--- src/rtl/fmul_sched_pkg.sv ---
// Shared types and constants for the round-robin fmul scheduler.
// Floats are FloPoCo-style: {exception[1:0], sign, exponent[3:0], fraction[3:0]}.
package fmul_sched_pkg;

  localparam int unsigned FP_W     = 11;
  localparam int unsigned TAG_ID_W = 3;  // enough for up to 8 requesters

  typedef enum logic [1:0] {
    ExcZero   = 2'b00,
    ExcNormal = 2'b01,
    ExcInf    = 2'b10,
    ExcNan    = 2'b11
  } exc_e;

  localparam logic [FP_W-1:0] FP_ONE = 11'b01001110000;
  localparam logic [FP_W-1:0] FP_TWO = 11'b01010000000;

  typedef struct packed {
    logic                valid;
    logic [TAG_ID_W-1:0] id;
  } tag_t;

endpackage

--- src/rtl/fmul_rr_sched_if.sv ---
// Requester-side bus of the scheduler: operand handshake, drain control and tagged results.
interface fmul_rr_sched_if #(
  parameter int unsigned NUM_REQ = 4,
  parameter int unsigned FP_W    = fmul_sched_pkg::FP_W
);
  localparam int unsigned ID_W = $clog2(NUM_REQ);

  logic [NUM_REQ-1:0]      req_valid;
  logic [NUM_REQ*FP_W-1:0] req_x;
  logic [NUM_REQ*FP_W-1:0] req_y;
  logic [NUM_REQ-1:0]      req_ready;
  logic                    hold;
  logic                    res_valid;
  logic [ID_W-1:0]         res_id;
  logic [FP_W-1:0]         res_data;
  logic                    busy;

  modport master (
    output req_valid, req_x, req_y, hold,
    input  req_ready, res_valid, res_id, res_data, busy
  );

  modport slave (
    input  req_valid, req_x, req_y, hold,
    output req_ready, res_valid, res_id, res_data, busy
  );
endinterface

--- src/rtl/rr_arbiter.sv ---
// Combinational round-robin arbiter: first requester at or above ptr_i (with wrap) wins.
module rr_arbiter #(
  parameter  int unsigned NUM_REQ = 4,
  localparam int unsigned IdxW    = $clog2(NUM_REQ)
) (
  input  logic [NUM_REQ-1:0] req_i,
  input  logic [IdxW-1:0]    ptr_i,
  input  logic               en_i,
  output logic [NUM_REQ-1:0] gnt_o,
  output logic [IdxW-1:0]    idx_o
);

  always_comb begin
    int unsigned k;
    logic        found;
    gnt_o = '0;
    idx_o = '0;
    found = 1'b0;
    k     = 0;
    for (int unsigned i = 0; i < NUM_REQ; i++) begin
      k = int'(ptr_i) + i;
      if (k >= NUM_REQ) k = k - NUM_REQ;
      if (en_i && !found && req_i[k]) begin
        found    = 1'b1;
        gnt_o[k] = 1'b1;
        idx_o    = IdxW'(k);
      end
    end
  end

endmodule

--- src/rtl/fmul_rr_sched.sv ---
// Shares one pipelined float multiplier between NUM_REQ requesters; a tag pipe matched to
// the multiplier latency routes each product back to its requester on a shared result bus.
module fmul_rr_sched
  import fmul_sched_pkg::*;
#(
  parameter int unsigned NUM_REQ = 4,
  parameter int unsigned FP_W    = fmul_sched_pkg::FP_W,
  parameter int unsigned MUL_LAT = 2
) (
  input  logic            clk_i,
  input  logic            reset_i,
  fmul_rr_sched_if.slave  bus_io,
  output logic [FP_W-1:0] mul_x_o,
  output logic [FP_W-1:0] mul_y_o,
  input  logic [FP_W-1:0] mul_r_i
);

  localparam int unsigned IdW    = $clog2(NUM_REQ);
  localparam int unsigned CntW   = $clog2(MUL_LAT + 3);
  localparam int unsigned Stages = MUL_LAT + 1;

  logic [NUM_REQ-1:0] gnt;
  logic [IdW-1:0]     gnt_idx;
  logic               accept;
  logic [IdW-1:0]     rr_ptr_q, rr_ptr_d;
  tag_t               tag_q [Stages];
  tag_t               tag_in;
  logic [FP_W-1:0]    mul_x_q, mul_y_q;
  logic [FP_W-1:0]    sel_x, sel_y;
  logic [CntW-1:0]    cnt_q, cnt_d;
  logic               res_valid_q;
  logic [IdW-1:0]     res_id_q;
  logic [FP_W-1:0]    res_data_q;

  rr_arbiter #(
    .NUM_REQ(NUM_REQ)
  ) u_arb (
    .req_i (bus_io.req_valid),
    .ptr_i (rr_ptr_q),
    .en_i  (~bus_io.hold & ~reset_i),
    .gnt_o (gnt),
    .idx_o (gnt_idx)
  );

  // Grants are only issued to valid lanes, so any grant is an accept.
  assign accept = |gnt;

  always_comb begin
    sel_x        = bus_io.req_x[gnt_idx*FP_W +: FP_W];
    sel_y        = bus_io.req_y[gnt_idx*FP_W +: FP_W];
    tag_in.valid = accept;
    tag_in.id    = accept ? TAG_ID_W'(gnt_idx) : '0;
    rr_ptr_d     = (gnt_idx == IdW'(NUM_REQ - 1)) ? '0 : gnt_idx + IdW'(1);
    cnt_d        = cnt_q + CntW'(accept) - CntW'(res_valid_q);
  end

  always_ff @(posedge clk_i) begin
    if (reset_i) begin
      rr_ptr_q    <= '0;
      mul_x_q     <= '0;
      mul_y_q     <= '0;
      cnt_q       <= '0;
      res_valid_q <= 1'b0;
      res_id_q    <= '0;
      res_data_q  <= '0;
      for (int i = 0; i < Stages; i++) tag_q[i] <= '0;
    end else begin
      if (accept) begin
        mul_x_q  <= sel_x;
        mul_y_q  <= sel_y;
        rr_ptr_q <= rr_ptr_d;
      end
      tag_q[0] <= tag_in;
      for (int i = 1; i < Stages; i++) tag_q[i] <= tag_q[i-1];
      cnt_q       <= cnt_d;
      res_valid_q <= tag_q[Stages-1].valid;
      res_id_q    <= tag_q[Stages-1].id[IdW-1:0];
      res_data_q  <= mul_r_i;
    end
  end

  assign bus_io.req_ready = gnt;
  assign bus_io.res_valid = res_valid_q;
  assign bus_io.res_id    = res_id_q;
  assign bus_io.res_data  = res_data_q;
  assign bus_io.busy      = (cnt_q != '0);
  assign mul_x_o          = mul_x_q;
  assign mul_y_o          = mul_y_q;

endmodule
--- src/flat_wrapper.sv ---
// flat-port wrapper written by rule: the top's interface ports become plain ports
module fmul_rr_sched_flat import fmul_sched_pkg::*;
#(
  parameter int unsigned NUM_REQ = 4,
  parameter int unsigned FP_W    = fmul_sched_pkg::FP_W,
  parameter int unsigned MUL_LAT = 2
)
  (clk_i, reset_i, mul_x_o, mul_y_o, mul_r_i, bus_io_req_valid, bus_io_req_x, bus_io_req_y, bus_io_hold, bus_io_req_ready, bus_io_res_valid, bus_io_res_id, bus_io_res_data, bus_io_busy);
  fmul_rr_sched_if #(.NUM_REQ(NUM_REQ), .FP_W(FP_W)) bus_io_i ();
  input  logic clk_i;
  input  logic reset_i;
  output logic [FP_W-1:0] mul_x_o;
  output logic [FP_W-1:0] mul_y_o;
  input  logic [FP_W-1:0] mul_r_i;
  input wire logic [$bits(bus_io_i.req_valid)-1:0] bus_io_req_valid;
  input wire logic [$bits(bus_io_i.req_x)-1:0] bus_io_req_x;
  input wire logic [$bits(bus_io_i.req_y)-1:0] bus_io_req_y;
  input wire logic [$bits(bus_io_i.hold)-1:0] bus_io_hold;
  output wire logic [$bits(bus_io_i.req_ready)-1:0] bus_io_req_ready;
  output wire logic [$bits(bus_io_i.res_valid)-1:0] bus_io_res_valid;
  output wire logic [$bits(bus_io_i.res_id)-1:0] bus_io_res_id;
  output wire logic [$bits(bus_io_i.res_data)-1:0] bus_io_res_data;
  output wire logic [$bits(bus_io_i.busy)-1:0] bus_io_busy;
  assign bus_io_i.req_valid = bus_io_req_valid;
  assign bus_io_i.req_x = bus_io_req_x;
  assign bus_io_i.req_y = bus_io_req_y;
  assign bus_io_i.hold = bus_io_hold;
  assign bus_io_req_ready = bus_io_i.req_ready;
  assign bus_io_res_valid = bus_io_i.res_valid;
  assign bus_io_res_id = bus_io_i.res_id;
  assign bus_io_res_data = bus_io_i.res_data;
  assign bus_io_busy = bus_io_i.busy;
  fmul_rr_sched #(.NUM_REQ(NUM_REQ), .FP_W(FP_W), .MUL_LAT(MUL_LAT)) u_core (.clk_i(clk_i), .reset_i(reset_i), .bus_io(bus_io_i), .mul_x_o(mul_x_o), .mul_y_o(mul_y_o), .mul_r_i(mul_r_i));
endmodule
--- config.mk ---
export PLATFORM = sky130hd
export DESIGN_NAME = fmul_rr_sched_flat
export DESIGN_NICKNAME = d
export VERILOG_FILES = /design/src/rtl/fmul_sched_pkg.sv /design/src/rtl/fmul_rr_sched_if.sv /design/src/rtl/rr_arbiter.sv /design/src/rtl/fmul_rr_sched.sv /design/src/flat_wrapper.sv
export SDC_FILE = /design/constraint.sdc
export NUM_CORES = 1
export LEC_CHECK = 0
export BUFFER_PORTS_ARGS = -buffer_cell sky130_fd_sc_hd__buf_2
export CAP_MARGIN = 20
export CORE_MARGIN = 10
export CORE_UTILIZATION = 45
export CTS_CLUSTER_DIAMETER = 40
export DETAILED_ROUTE_END_ITERATION = 16
export PLACE_DENSITY = 0.9
export SYNTH_ARGS = -nofsm -noshare
export SYNTH_HDL_FRONTEND = slang
export SYNTH_SLANG_ARGS = --single-unit
--- constraint.sdc ---
create_clock -name clk_i -period 4.7 [get_ports clk_i]
set_input_delay 0.94 -clock clk_i [delete_from_list [all_inputs] [get_ports clk_i]]
set_output_delay 0.94 -clock clk_i [all_outputs]
set_load 0.02 [all_outputs]
Word level (Yosys, flattened, before mapping)
Memories as Yosys holds them, arrays and structs flattened. A register that Yosys moved wholly into a read port is not among the register bits.
Cells that the tools add are included.
{"block": "totals", "n_memories": 1, "elab_cells": 96, "input_bits": 106, "regBits": 38, "output_inout_bits": 41, "ram_bits": 12}
{"block": "op_classes", "add_sub_neg": 10, "shifts": 2, "eq_ne": 1, "n_lt_le_gt_ge": 12, "mul": 1, "reduce_logical": 16, "n_bitwise": 9, "mux": 39}
{"name": "u_core.tag_q", "words": 3, "word_bits": 4, "read_ports": 3, "rd_ports_with_merged_regs": 1, "write_ports": 3, "line_no": "fmul_rr_sched.sv:26", "text": "tag_t tag_q [Stages];"}
{"operator": "$ge A32 B1 Y1 const B", "n": 4}
{"operator": "$lt A32 B3 Y1 const B", "n": 4}
{"operator": "$mux W32", "n": 4}
{"operator": "$shiftx A44 B7 Y11", "n": 2}
{"operator": "$mux W4", "n": 7}
{"operator": "$mux W1", "n": 14}
{"operator": "$mux W2", "n": 6}
{"operator": "$or A4 B4 Y4", "n": 3}
{"operator": "$sub A3 B3 Y4 const B", "n": 3}
{"operator": "$logic_and A1 B1 Y1", "n": 11}
{"operator": "$ge A3 B3 Y1 const B", "n": 3}
{"operator": "$bmux W1 S2", "n": 4}
{"operator": "$demux W1 S2", "n": 4}
{"operator": "$add A2 B2 Y3 const B", "n": 2}
{"operator": "$mul A2 B4 Y6 const B", "n": 1}
{"operator": "$reduce_or A4 Y1", "n": 1}
{"operator": "$sub A2 B3 Y4 const B", "n": 1}
{"operator": "$add A2 B1 Y3 const B", "n": 1}
{"operator": "$add A3 B1 Y3", "n": 1}
{"operator": "$ge A2 B3 Y1 const B", "n": 1}
{"operator": "$logic_not A1 Y1", "n": 3}
{"operator": "$or A1 B1 Y1", "n": 3}
{"operator": "$reduce_bool A3 Y1", "n": 1}
{"operator": "$sub A3 B1 Y3", "n": 1}
{"operator": "4 further kinds", "n": 5}

Longest topological paths before layout
{"block": "logic_depth", "ltp_word": 21, "mapped_depth": 16, "depth_no_buf": 13}

Cells and area by module
From an unflattened synthesis, not the netlist that was laid out.
{"block": "unflattened", "hier_cells": 220, "area_unflattened_um2": 2665.1}
{"mod": "fmul_rr_sched", "seq_area_each_um2": 1001.0, "cells_per_inst": 152, "area_per_inst_um2": 2115.8, "n_inst": 1}
{"mod": "rr_arbiter", "seq_area_each_um2": 0.0, "cells_per_inst": 68, "area_per_inst_um2": 549.3, "n_inst": 1}

Worst setup path after synthesis
Ideal clock, no wire load.
{"block": "synth_path", "path_kind": "input-to-reg", "from": "input bus_io_req_valid[0]", "to": "register u_core.cnt_q[2]", "stages": 13, "setup_ps": 123, "arrival_time_ps": 3799, "t_required_ps": 4577, "n_path_buf": 2, "setup_slack_ps": 778, "cell_sequence": "mux4_2 -> nor2b_1 -> and3_1 -> buf_2 -> a221o_1 -> nor4_4 -> buf_2 -> xnor2_1 -> ha_1 -> fa_1 -> xnor2_1 -> xnor2_1 -> nor2_1"}
{"block": "synth_via", "elab_chain_cells": 19, "word_cells_on_any_way": 31, "classes_between": "add/sub: 2; mux: 15; bitwise: 3; reduce/logical: 11"}
{"item": "start, declared", "line_no": "flat_wrapper.sv:15", "text": "input wire logic [$bits(bus_io_i.req_valid)-1:0] bus_io_req_valid;"}
{"item": "$bmux W1 S2", "line_no": "rr_arbiter.sv:23", "text": "if (en_i && !found && req_i[k]) begin"}
{"item": "$mux W1 (implied by the code)", "line_no": "rr_arbiter.sv:23"}
{"item": "$logic_and A1 B1 Y1", "line_no": "rr_arbiter.sv:23"}
{"item": "$mux W1", "line_no": "rr_arbiter.sv:23"}
{"item": "$logic_not A1 Y1", "line_no": "rr_arbiter.sv:23"}
{"item": "$logic_and A1 B1 Y1 (2 in a row)", "line_no": "rr_arbiter.sv:23"}
{"item": "$mux W1", "line_no": "rr_arbiter.sv:23"}
{"item": "$logic_not A1 Y1", "line_no": "rr_arbiter.sv:23"}
{"item": "$logic_and A1 B1 Y1 (2 in a row)", "line_no": "rr_arbiter.sv:23"}
{"item": "$mux W1", "line_no": "rr_arbiter.sv:23"}
{"item": "$logic_not A1 Y1", "line_no": "rr_arbiter.sv:23"}
{"item": "$logic_and A1 B1 Y1 (2 in a row)", "line_no": "rr_arbiter.sv:23"}
{"item": "$mux W4 *", "line_no": "rr_arbiter.sv:23"}
{"item": "via bus_io_req_ready[2]", "line_no": "flat_wrapper.sv:19", "text": "output wire logic [$bits(bus_io_i.req_ready)-1:0] bus_io_req_ready;"}
{"item": "$reduce_or A4 Y1 *", "line_no": "fmul_rr_sched.sv:46", "text": "assign accept = |gnt;"}
{"item": "$add A3 B1 Y3 *", "line_no": "fmul_rr_sched.sv:54", "text": "cnt_d = cnt_q + CntW'(accept) - CntW'(res_valid_q);"}
{"item": "$sub A3 B1 Y3 *", "line_no": "fmul_rr_sched.sv:54"}
{"item": "end signal, assigned", "line_no": "fmul_rr_sched.sv:75", "text": "cnt_q <= cnt_d;"}
{"item": "end, declared", "line_no": "fmul_rr_sched.sv:30", "text": "logic [CntW-1:0] cnt_q, cnt_d;"}
Mark *: on every way through the listed nets, which the timed path passes. The rest lies on a longest branch. The select of a mux whose other input is x is not followed.
A chain may end at the register's enable or synchronous reset.

Worst setup path in the final report
{"block": "layout_path", "from": "register u_core.rr_ptr_q[0]", "to": "register u_core.cnt_q[2]"}
{"block": "layout_via", "elab_chain_cells": 21, "word_cells_on_any_way": 66, "classes_between": "add/sub: 9; order compare: 12; mux: 27; bitwise: 3; reduce/logical: 15"}
{"item": "start, declared", "line_no": "fmul_rr_sched.sv:25", "text": "logic [IdW-1:0] rr_ptr_q, rr_ptr_d;"}
{"item": "start signal, assigned", "line_no": "fmul_rr_sched.sv:71", "text": "rr_ptr_q <= rr_ptr_d;"}
{"item": "parallel branches: the longest is 17 deep, another holds $ge A32 B1 Y1"}
{"item": "$mux W4 *", "line_no": "rr_arbiter.sv:23"}
{"item": "$reduce_or A4 Y1 *", "line_no": "fmul_rr_sched.sv:46"}
{"item": "$add A3 B1 Y3 *", "line_no": "fmul_rr_sched.sv:54"}
{"item": "$sub A3 B1 Y3 *", "line_no": "fmul_rr_sched.sv:54"}
Every way passes the cells marked *. The select of a mux whose other input is x is not followed.

==> flow_summary.ini <==
[cts]
hold_buffers = 0
clock_path_buffers = 2
cts_tree = done
clk_latency_ns = 0.30
clock-sinks = 50
post_cts_buffers = 0
clk_pin_slew_ns = 0.09
htree_levels = 2
numCtsBuffers = 5
root_buffer = clkbuf_8
cts_resized = 0

[cells_and_area]
nNetsFinal = 547
multiInputGateArea_mm2 = 0.001617
layout-drive-gt1-share = 0.3907
fill_cells = 516
syn2layout_area_growth_pct = 30.97
seqCellArea_mm2 = 0.001001
antenna_cells = 0

[critical_path]
critPathMaxFanout = 12
end_kind = flop
critPathKind = reg2reg
crit_arrival_ns = 4.12
critPathRequiredTime_ns = 4.89
cp-start-kind = flop

[grt]
grt_use_total = 0.1582
globalRouteMet3Util = 0.04581
grt_pass1_wl_mm = 12.94
grt_pass1_vias = 2796
grtUsageMet2 = 0.2807
grt-busiest-layer = met2
antenna_found_initial = 0
grt_max_degree = 41
grt_util_met1 = 0.1694
gr-total-overflow = 0

[logic_synthesis]
synth_mux_area_frac = 0.03633
synthSimpleGateAreaFrac = 0.2643
synth_top_family_by_area = simple AND/OR/NAND/NOR gates
syn-mean-instance-area_um2 = 9.277
yosys_warnings = 0
yosysSeqAreaShare = 0.3633
synth_compound_area_frac = 0.2212
syn_area_mm2 = 0.002755
synth_fa_ha_area_frac = 0.05268
yosys_register_bits = 50
synth_edf_count = 0
synth.distinct_cells = 30
postSynth.asyncResetShare = 0
synthCells = 297
synthXorXnorAreaFrac = 0.009537
synth_nets = 414
synth_ff_type = dfxtp_1

[power]
power_leakage_nw = 1.642
power_mw = 1.659
power.density_mw_per_mm2 = 459.7
ir_drop_uv = 213.9

[routing]
dr.pass1.iters = 4
drt_wl_total_mm = 8.357
vias = 2723
wl_per_cell_um = 16.55
vias_per_cell = 5.392
drcViolationCount = 0
antenna_left = 0
first_iter_violations = 100

[floorplan]
num_rows = 28
start_util = 0.4653
core_mm2 = 0.005921
die_height_um = 98.25
io_pins = 147
dieWidth_um = 98.25
dieArea_mm2 = 0.009652

[sta]
tns_ns = 0
fmax_mhz = 254.1
min_period_ns = 3.936
finalHoldViolCount = 0
drv_slew = 0
rsz0062_at_grt = no
finalCritPeriodShare = 0.8374
slew_headroom = 0.4005
skew_ns = 0.008198
setup-violations-final = 0
worst_pin_slew_ns = 0.8972

[placement]
gp_congestion = 0.8751
dp_hpwl_mm = 6.679
portBuffers = 146

[flow_run]
maxCapViolCount = 0

[status]
status = finished clean

[worst_hold_path]
hp-class = reg2reg
[report_power, final]
| group | internal (mW) | switching, mW | total (mW) |
|---|---|---|---|
| registers | 0.514 | 0.0587 | 0.572 |
| logic | 0.337 | 0.506 | 0.843 |
| clock network | 0.103 | 0.140 | 0.243 |
[metal layers]
metal	share of wire	vias to the layer above
met3	0.076	23
met1	0.40	1232
met2	0.50	133
li1	-	1335
met5	0	-
met4	0.026	0
[stage by stage]
stage	util	hold WS, ns	setup slack [ns]	std cells	cell area [um2]
2_1_floorplan	-	0.4138	0.7782	297	2755
3_3_place_gp	0.5955	0.4157	0.9395	498	3526
3_5_place_dp	0.5955	0.4256	0.7503	498	3526
4_1_cts	0.6095	0.4481	0.7257	505	3608
5_1_grt	0.6095	0.4637	0.4874	505	3608
6_report	0.6095	0.4394	0.7640	505	3608
[final timing paths]
kind,depth (start not counted),slack [ns],startpoint,end
worst max register to register,13,0.76,u_core.rr_ptr_q[0]$_SDFFE_PP0P_,u_core.cnt_q[2]$_SDFF_PP0_
worst min-delay path,1,0.44,u_core.tag_q[0][3]$_SDFF_PP0_,u_core.tag_q[1][3]$_SDFF_PP0_
worst min register to register,1,0.44,u_core.tag_q[0][3]$_SDFF_PP0_,u_core.tag_q[1][3]$_SDFF_PP0_
worst max-delay path,13,0.76,u_core.rr_ptr_q[0]$_SDFFE_PP0P_,u_core.cnt_q[2]$_SDFF_PP0_
[flip-flops by register name (all words and copies together) (netlist names)]
register	flops
u_core.cnt_q	3
u_core.bus_io.res_id	2
u_core.mul_x_o	11
u_core.bus_io.res_valid	1
u_core.tag_q	9
u_core.bus_io.res_data	11
u_core.rr_ptr_q	2
u_core.mul_y_o	11
[worst max-delay path, cell delays in order (launching register included)]
cell,delay (ns)
dfxtp_1,0.64
inv_1,0.22
ha_1,0.45
mux4_2,0.31
nor2b_1,0.15
and3_1,0.20
a221o_1,0.41
nor4_4,0.37
xnor2_1,0.11
ha_1,0.20
fa_1,0.38
xnor2_1,0.20
xnor2_1,0.13
nor2_1,0.05
[logic make-up (layout without fill, tap and decap cells)]
logic type / after synthesis / after routing
adders and majority gates: 11 / 11
buffers and inverters: 32 / 165
muxes: 5 / 5
and+or+nand+nor: 114 / 114
DFF: 50 / 50
xor gates and xnor gates: 3 / 3
AOI/OAI and AO/OA: 82 / 82
[cell type report]
class / instances / share of cell area
Inverter: 5 / 0.005201
Clock buffer: 5 / 0.01907
Multi-Input combinational cell: 215 / 0.4480
Sequential cell: 50 / 0.2774
Timing Repair Buffer: 153 / 0.2205
Tap cell: 75 / 0.02601
Clock inverter: 2 / 0.003814
[cell usage in the layout, fill, tap and decap left out, types with 4 or more instances in the layout]
| master | netlist | layout |
|---|---|---|
| a211oi_1 | 44 | 44 |
| a21oi_1 | 4 | 4 |
| a221o_1 | 4 | 4 |
| buf_2 | 5 | 146 |
| buf_4 | 3 | 6 |
| clkbuf_8 | 0 | 5 |
| dfxtp_1 | 50 | 50 |
| ha_1 | 10 | 10 |
| inv_1 | 4 | 4 |
| mux4_2 | 4 | 4 |
| nand2_1 | 6 | 6 |
| nand3b_1 | 26 | 26 |
| nor2_1 | 7 | 7 |
| nor2b_1 | 68 | 68 |
| o31ai_1 | 24 | 24 |
[synthesized netlist by cell type (3+ instances only)]
library cell	instances	area share
xnor2_1	3	0.0095
nand2_1	6	0.0082
nand3b_1	26	0.071
ha_1	10	0.045
a211oi_1	44	0.12
nor2b_1	68	0.15
mux4_2	4	0.033
buf_2	5	0.0091
o21ai_0	3	0.0054
o31ai_1	24	0.065
a221o_1	4	0.015
clkbuf_1	16	0.022
inv_1	4	0.0054
a21oi_1	4	0.0073
buf_4	3	0.0082
nor2_1	7	0.0095
dfxtp_1	50	0.36
Note: power is estimated with default switching activity, not from simulation.
